File: config.mk
export PLATFORM = sky130hd
export DESIGN_NAME = m_board_state
export DESIGN_NICKNAME = d
export VERILOG_FILES = /design/src/rtl/m_board_state.sv
export SDC_FILE = /design/constraint.sdc
export NUM_CORES = 1
export LEC_CHECK = 0
export CAP_MARGIN = 10
export CORE_MARGIN = 10
export CORE_UTILIZATION = 55
export CTS_CLUSTER_DIAMETER = 150
export DETAILED_ROUTE_END_ITERATION = 8
export GPL_ROUTABILITY_DRIVEN = 1
export PLACE_DENSITY_LB_ADDON = 0.05
export SLEW_MARGIN = 20
export SYNTH_ARGS = -nofsm -noshare
export SYNTH_HDL_FRONTEND = slang
export SYNTH_SLANG_ARGS = --single-unit
File: constraint.sdc
create_clock -name w_clk -period 9.1 [get_ports w_clk]
set_input_delay 1.365 -clock w_clk [delete_from_list [all_inputs] [get_ports w_clk]]
set_output_delay 1.365 -clock w_clk [all_outputs]
set_load 0.1 [all_outputs]
File: src/rtl/m_board_state.sv
// m_board_state: Connect-Four board keeper (7 columns x 6 rows).
// Accepts one move per handshake and checks it for legality. Legal moves are dropped into the
// chosen column. The four line directions through the new piece are then checked, one per
// cycle, and the result is resolved as a win, a draw or a hand-over of the turn.
//
// Ports
//   w_clk, w_rst      clock; asynchronous active-high reset
//   w_new_game        synchronous clear back to the reset state (wins over a same-cycle move)
//   i_move_valid      move request, taken when i_move_valid & o_move_ready
//   i_move_col        target column 0..6
//   i_move_is_me      side issuing the move (1 = me, 0 = op)
//   o_move_ready      high in IDLE only
//   o_me_field/o_op_field  occupancy, bit = row*7 + col, row 0 at the bottom
//   o_piled_array     column heights, column c at [3c+2:3c]
//   o_turn_me         side to move next
//   o_board_valid     board stable for consumers (same as o_move_ready)
//   o_move_rejected   one-cycle pulse for an illegal move
//   o_winner          00 none, 01 me, 10 op, 11 draw
//   o_game_over       o_winner != 00
module m_board_state #(
  parameter bit ME_FIRST = 1'b1
) (
  input  logic        w_clk,
  input  logic        w_rst,
  input  logic        w_new_game,
  input  logic        i_move_valid,
  input  logic [2:0]  i_move_col,
  input  logic        i_move_is_me,
  output logic        o_move_ready,
  output logic [41:0] o_me_field,
  output logic [41:0] o_op_field,
  output logic [20:0] o_piled_array,
  output logic        o_turn_me,
  output logic        o_board_valid,
  output logic        o_move_rejected,
  output logic [1:0]  o_winner,
  output logic        o_game_over
);

  localparam int unsigned NumCols  = 7;
  localparam int unsigned NumRows  = 6;
  localparam int unsigned NumCells = NumCols * NumRows;

  typedef enum logic [2:0] {
    StIdle,
    StReject,
    StPlace,
    StCheck,
    StResolve,
    StOver
  } state_e;

  state_e      state_q;
  logic [41:0] me_field_q;
  logic [41:0] op_field_q;
  logic [20:0] piled_q;
  logic        turn_me_q;
  logic [1:0]  winner_q;
  logic        rejected_q;
  logic [5:0]  move_cnt_q;
  logic [2:0]  col_q;      // column of the move in flight
  logic [2:0]  row_q;      // row it lands in (column height at accept)
  logic        mover_q;
  logic [1:0]  dir_q;      // CHECK direction: horiz, vert, up-right, up-left
  logic        win_q;

  // Cell lookup with everything off the board reading as empty, so a line never
  // wraps from column 6 of one row into column 0 of the next.
  function automatic logic cell_set(input logic [41:0] f, input int r, input int c);
    logic [5:0] idx;
    if (r < 0 || r >= int'(NumRows) || c < 0 || c >= int'(NumCols)) return 1'b0;
    idx = 6'(r * int'(NumCols) + c);
    return f[idx];
  endfunction

  // Height of the requested column; column 7 reads as 0 and is rejected separately.
  logic [2:0] sel_height;
  logic       move_illegal;

  always_comb begin
    sel_height = 3'd0;
    for (int c = 0; c < int'(NumCols); c++) begin
      if (i_move_col == 3'(c)) sel_height = piled_q[3*c +: 3];
    end
    move_illegal = (i_move_col > 3'd6) || (sel_height == 3'(NumRows)) ||
                   (i_move_is_me != turn_me_q);
  end

  // Contiguous run of the mover's pieces through the placed cell along dir_q.
  logic [41:0] mover_field;
  int          step_r;
  int          step_c;
  logic        fwd_ok;
  logic        bwd_ok;
  logic [2:0]  run_len;

  assign mover_field = mover_q ? me_field_q : op_field_q;

  always_comb begin
    step_r = 0;
    step_c = 1;
    unique case (dir_q)
      2'd0: begin step_r = 0; step_c = 1;  end
      2'd1: begin step_r = 1; step_c = 0;  end
      2'd2: begin step_r = 1; step_c = 1;  end
      2'd3: begin step_r = 1; step_c = -1; end
    endcase
    run_len = 3'd1;
    fwd_ok  = 1'b1;
    bwd_ok  = 1'b1;
    for (int k = 1; k <= 3; k++) begin
      if (fwd_ok && cell_set(mover_field, int'(row_q) + k * step_r, int'(col_q) + k * step_c))
        run_len = run_len + 3'd1;
      else
        fwd_ok = 1'b0;
      if (bwd_ok && cell_set(mover_field, int'(row_q) - k * step_r, int'(col_q) - k * step_c))
        run_len = run_len + 3'd1;
      else
        bwd_ok = 1'b0;
    end
  end

  logic [5:0] place_idx;
  assign place_idx = 6'(row_q) * 6'd7 + 6'(col_q);

  always_ff @(posedge w_clk or posedge w_rst) begin
    if (w_rst) begin
      state_q    <= StIdle;
      me_field_q <= '0;
      op_field_q <= '0;
      piled_q    <= '0;
      turn_me_q  <= ME_FIRST;
      winner_q   <= 2'b00;
      rejected_q <= 1'b0;
      move_cnt_q <= '0;
      col_q      <= '0;
      row_q      <= '0;
      mover_q    <= 1'b0;
      dir_q      <= '0;
      win_q      <= 1'b0;
    end else if (w_new_game) begin
      state_q    <= StIdle;
      me_field_q <= '0;
      op_field_q <= '0;
      piled_q    <= '0;
      turn_me_q  <= ME_FIRST;
      winner_q   <= 2'b00;
      rejected_q <= 1'b0;
      move_cnt_q <= '0;
      dir_q      <= '0;
      win_q      <= 1'b0;
    end else begin
      rejected_q <= 1'b0;
      unique case (state_q)
        StIdle: begin
          if (i_move_valid) begin
            col_q   <= i_move_col;
            row_q   <= sel_height;
            mover_q <= i_move_is_me;
            if (move_illegal) begin
              rejected_q <= 1'b1;
              state_q    <= StReject;
            end else begin
              state_q <= StPlace;
            end
          end
        end
        StReject: state_q <= StIdle;
        StPlace: begin
          if (mover_q) me_field_q <= me_field_q | (42'd1 << place_idx);
          else         op_field_q <= op_field_q | (42'd1 << place_idx);
          for (int c = 0; c < int'(NumCols); c++) begin
            if (col_q == 3'(c)) piled_q[3*c +: 3] <= piled_q[3*c +: 3] + 3'd1;
          end
          move_cnt_q <= move_cnt_q + 6'd1;
          dir_q      <= 2'd0;
          win_q      <= 1'b0;
          state_q    <= StCheck;
        end
        StCheck: begin
          if (run_len >= 3'd4) win_q <= 1'b1;
          dir_q <= dir_q + 2'd1;
          if (dir_q == 2'd3) state_q <= StResolve;
        end
        StResolve: begin
          if (win_q) begin
            winner_q <= mover_q ? 2'b01 : 2'b10;
            state_q  <= StOver;
          end else if (move_cnt_q == 6'(NumCells)) begin
            winner_q <= 2'b11;
            state_q  <= StOver;
          end else begin
            turn_me_q <= ~turn_me_q;
            state_q   <= StIdle;
          end
        end
        StOver: state_q <= StOver;
        default: state_q <= StIdle;
      endcase
    end
  end

  assign o_move_ready    = (state_q == StIdle);
  assign o_board_valid   = o_move_ready;
  assign o_me_field      = me_field_q;
  assign o_op_field      = op_field_q;
  assign o_piled_array   = piled_q;
  assign o_turn_me       = turn_me_q;
  assign o_move_rejected = rejected_q;
  assign o_winner        = winner_q;
  assign o_game_over     = (winner_q != 2'b00);

endmodule

==> flow_metrics.py <==
metrics = {
    "logic_synthesis": {
        "avgSynthCellArea_um2": 9.90,
        "synthFlopType": "dfrtp_1",
        "synth_seq_cells": 128,
        "ys_types": 87,
        "synth_fp_nets": 1622,
        "synth-edff-count": 0,
        "synthCells": 1418,
        "yosys_warnings": 0,
        "synth_top_cell_by_area": "dfrtp_1",
        "synth_top_area_share_pct": 22.6,
        "yosysSeqAreaShare_pct": 22.8,
        "netlist_area_um2": 14000,
        "synth.area.top_cells": "dfrtp_1 23%, mux4_2 17%, ha_1 13%",
        "synthArstFlopShare_pct": 100,
    },
    "die": {
        "chipWidth_um": 180,
        "rows": 58,
        "die_y_um": 180,
        "dieArea_um2": 32300,
        "initial_utilization_pct": 55.9,
        "ios": 120,
        "core_um2": 25100,
    },
    "clocking": {
        "cts_sinks": 128,
        "clk-insertion-delay-late_ns": 0.43,
        "path_clk_slew_ns": 0.07,
        "cts_setup_buffers": 0,
        "cts_made_buffers": 17,
        "htree_levels": 4,
        "ctsResizeCount": 0,
        "ctsHoldBuffers": 0,
        "clock_path_buffers": 2,
        "clockRootBuffer": "clkbuf_16",
        "cts_tree": "built",
    },
    "global_route": {
        "overflow": 0,
        "first_global_vias": 11800,
        "gr-usage-met3_pct": 9.94,
        "grtUsageMet1_pct": 36.6,
        "antenna_found_initial": 1,
        "grt_max_degree": 104,
        "busiest_layer": "met2",
        "grt_pass1_wl_mm": 69.7,
        "met2_usage_pct": 40.8,
        "grt_usage_pct": 27.2,
    },
    "detailed_routing": {
        "drtAntennaViolNets": 0,
        "via_count": 12000,
        "via_per_inst": 6.51,
        "first_pass_iters": 7,
        "drt_iter0_markers": 1072,
        "drc": 0,
        "wire_per_inst_um": 24.5,
        "drt_wl_total_mm": 45.1,
    },
    "final_layout": {
        "drive_gt1_share_pct": 12.2,
        "final_cell_mix": "166 x nor2_1, 146 x ha_1, 132 x a21oi_1, 126 x dfrtp_1, 122 x inv_1",
        "syn_to_final_growth_pct": 13.3,
        "diodes": 0,
        "fill_cells": 2179,
        "final_nets": 1704,
        "finalCoreUtilization_pct": 63.3,
        "final_common_cell": "nor2_1",
    },
    "critical_path": {
        "crit_buf_inv": 6,
        "crit_path_max_fanout": 16,
        "arrival_ns": 8.01,
        "required_ns": 9.41,
        "cpPeakStageDelay_ns": 0.95,
        "end_kind": "flip-flop",
        "cp_slowest_cell": "fa_1",
        "cp-start-kind": "flip-flop",
        "crit_family": "adder cells",
        "crit_type": "reg2reg",
    },
    "sta": {
        "finClkSkew_ns": 0.0167,
        "post-route-min-period_ns": 7.70,
        "worst_pin_slew_ns": 1.12,
        "fin_crit_sh_pct": 84.6,
        "hold_viol": 0,
        "slew_headroom_pct": 24.8,
        "setup_tns_ns": 0,
        "whs_ns": 0.553,
        "rsz0062_at_grt": "no",
        "report.final.slew_viol_count": 0,
        "fmax_mhz": 130,
        "setup_viol": 0,
    },
    "power": {
        "powerDensity_nw_per_um2": 325,
        "p_leak_nw": 7.03,
        "peakVddDrop_mv": 0.452,
    },
    "job": {
        "max_cap_viol_count": 0,
    },
    "place": {
        "portBuffers": 119,
        "place_hpwl_mm": 34.8,
        "finalWeightedCongestion": 0.940,
    },
    "min_path": {
        "holdCritPathClass": "reg2reg",
    },
    "run_status": {
        "status": "complete, no violations",
    },
}
==> cells by family (layout without fill, tap and decap cells) <==
logic type	after synthesis	in the layout	share of synthesized area, %
buffers and inverters	195	290	6.31
AOI/OAI and AO/OA	256	256	11.2
DFF	128	128	22.8
and+or+nand+nor	427	427	15.1
muxes	153	153	20.4
xor gates and xnor gates	63	63	4.08
adders and majority gates	196	196	20.0
==> through the flow <==
step	setup slack (ns)	power (W)	area [um^2]	cells
after global placement	1.65	0.00441	15300	1811
after detailed placement	1.40	0.00446	15300	1811
final	1.40	0.00517	15900	1843
after global routing	0.875	0.00557	15900	1843
after CTS	1.38	0.00515	15900	1843
after floorplan	2.29	0.00362	14000	1418
==> synth_stat cells, types with 4 or more instances <==
library cell,n
nand3_1,45
fa_1,47
or3_1,11
o21ai_0,26
nor4b_1,7
nor2b_1,18
o22ai_1,4
a31oi_1,8
inv_1,123
o211ai_1,6
nand2_1,68
mux4_2,104
xnor2_1,28
a22oi_1,5
nand4b_1,6
nor3_1,23
buf_6,9
buf_2,9
a21o_1,18
nand2b_1,13
buf_4,7
dfrtp_1,127
nor2_1,166
nor3b_1,5
and3_1,8
nand4_1,16
nor4_1,8
mux2i_1,38
nand3b_1,6
a21oi_1,132
o21a_1,5
ha_1,149
clkbuf_1,39
a211oi_1,9
xor2_1,33
nor4bb_1,4
mux2_2,10
==> state kept, by name, indices dropped and copies added, names as in the netlist <==
signal,cells
o_piled_array,21
o_op_field,42
o_winner,2
o_turn_me,1
dir_q,2
row_q,3
o_me_field,42
o_move_rejected,1
move_cnt_q,6
state_q,3
col_q,3
win_q,1
mover_q,1
==> final cells by class <==
type                    instances  area (um^2)  share of cell area [%]
multi-input cells            1095         9950                    62.6
flip-flops and latches        128         3210                    20.2
repair buffers                133         1290                    8.14
inverters                     125          472                    2.97
clock buffers                  19          433                    2.72
well taps                     330          413                    2.60
clock inverters                13          128                   0.803
==> path summary, 6_finish.rpt <==
kind                                    startpoint                      endpoint  slack [ns]  depth (start not counted)
min reg2reg                o_winner[0]$_DFFE_PP0P_       o_winner[0]$_DFFE_PP0P_        0.55                          2
min in group asynchronous                    w_rst  o_piled_array[2]$_DFFE_PP0P_        1.44                          2
max                           dir_q[0]$_DFFE_PP0P_             win_q$_DFFE_PP0P_        1.40                         27
max reg2reg                   dir_q[0]$_DFFE_PP0P_             win_q$_DFFE_PP0P_        1.40                         27
min                        o_winner[0]$_DFFE_PP0P_       o_winner[0]$_DFFE_PP0P_        0.55                          2
max in group asynchronous                    w_rst    o_me_field[18]$_DFFE_PP0P_        6.23                          3
==> worst reg2reg max path: stages, from the launching register on <==
cell	delay [ns]
dfrtp_1	0.47
inv_1	0.15
ha_1	0.28
inv_1	0.18
ha_1	0.28
ha_1	0.31
ha_1	0.32
ha_1	0.28
inv_1	0.05
fa_1	0.52
inv_1	0.07
fa_1	0.95
inv_1	0.33
o32ai_1	0.32
or4_1	0.15
o211ai_1	0.10
a211o_2	0.33
nor4b_2	0.48
fa_1	0.50
inv_1	0.14
xnor2_1	0.14
ha_1	0.16
o2111ai_1	0.12
a21o_2	0.23
or3_1	0.32
o211ai_2	0.09
mux2i_1	0.22
nand2_1	0.07
==> power breakdown <==
| group | total (W) | internal (W) | switching, W |
|---|---|---|---|
| Clock | 0.000684 | 0.000381 | 0.000302 |
| Sequential | 0.000673 | 0.000588 | 0.0000856 |
| Combinational | 0.00382 | 0.00148 | 0.00234 |
| Total | 0.00517 | 0.00245 | 0.00272 |
==> layer usage <==
layer,part of all wire [%],wire length (um),up-vias
met2,45,20400,589
met5,0,0,-
met3,12,5260,74
met1,41,18500,6002
li1,-,-,5331
met4,2.1,939,0
(Power assumes the default switching activity.)
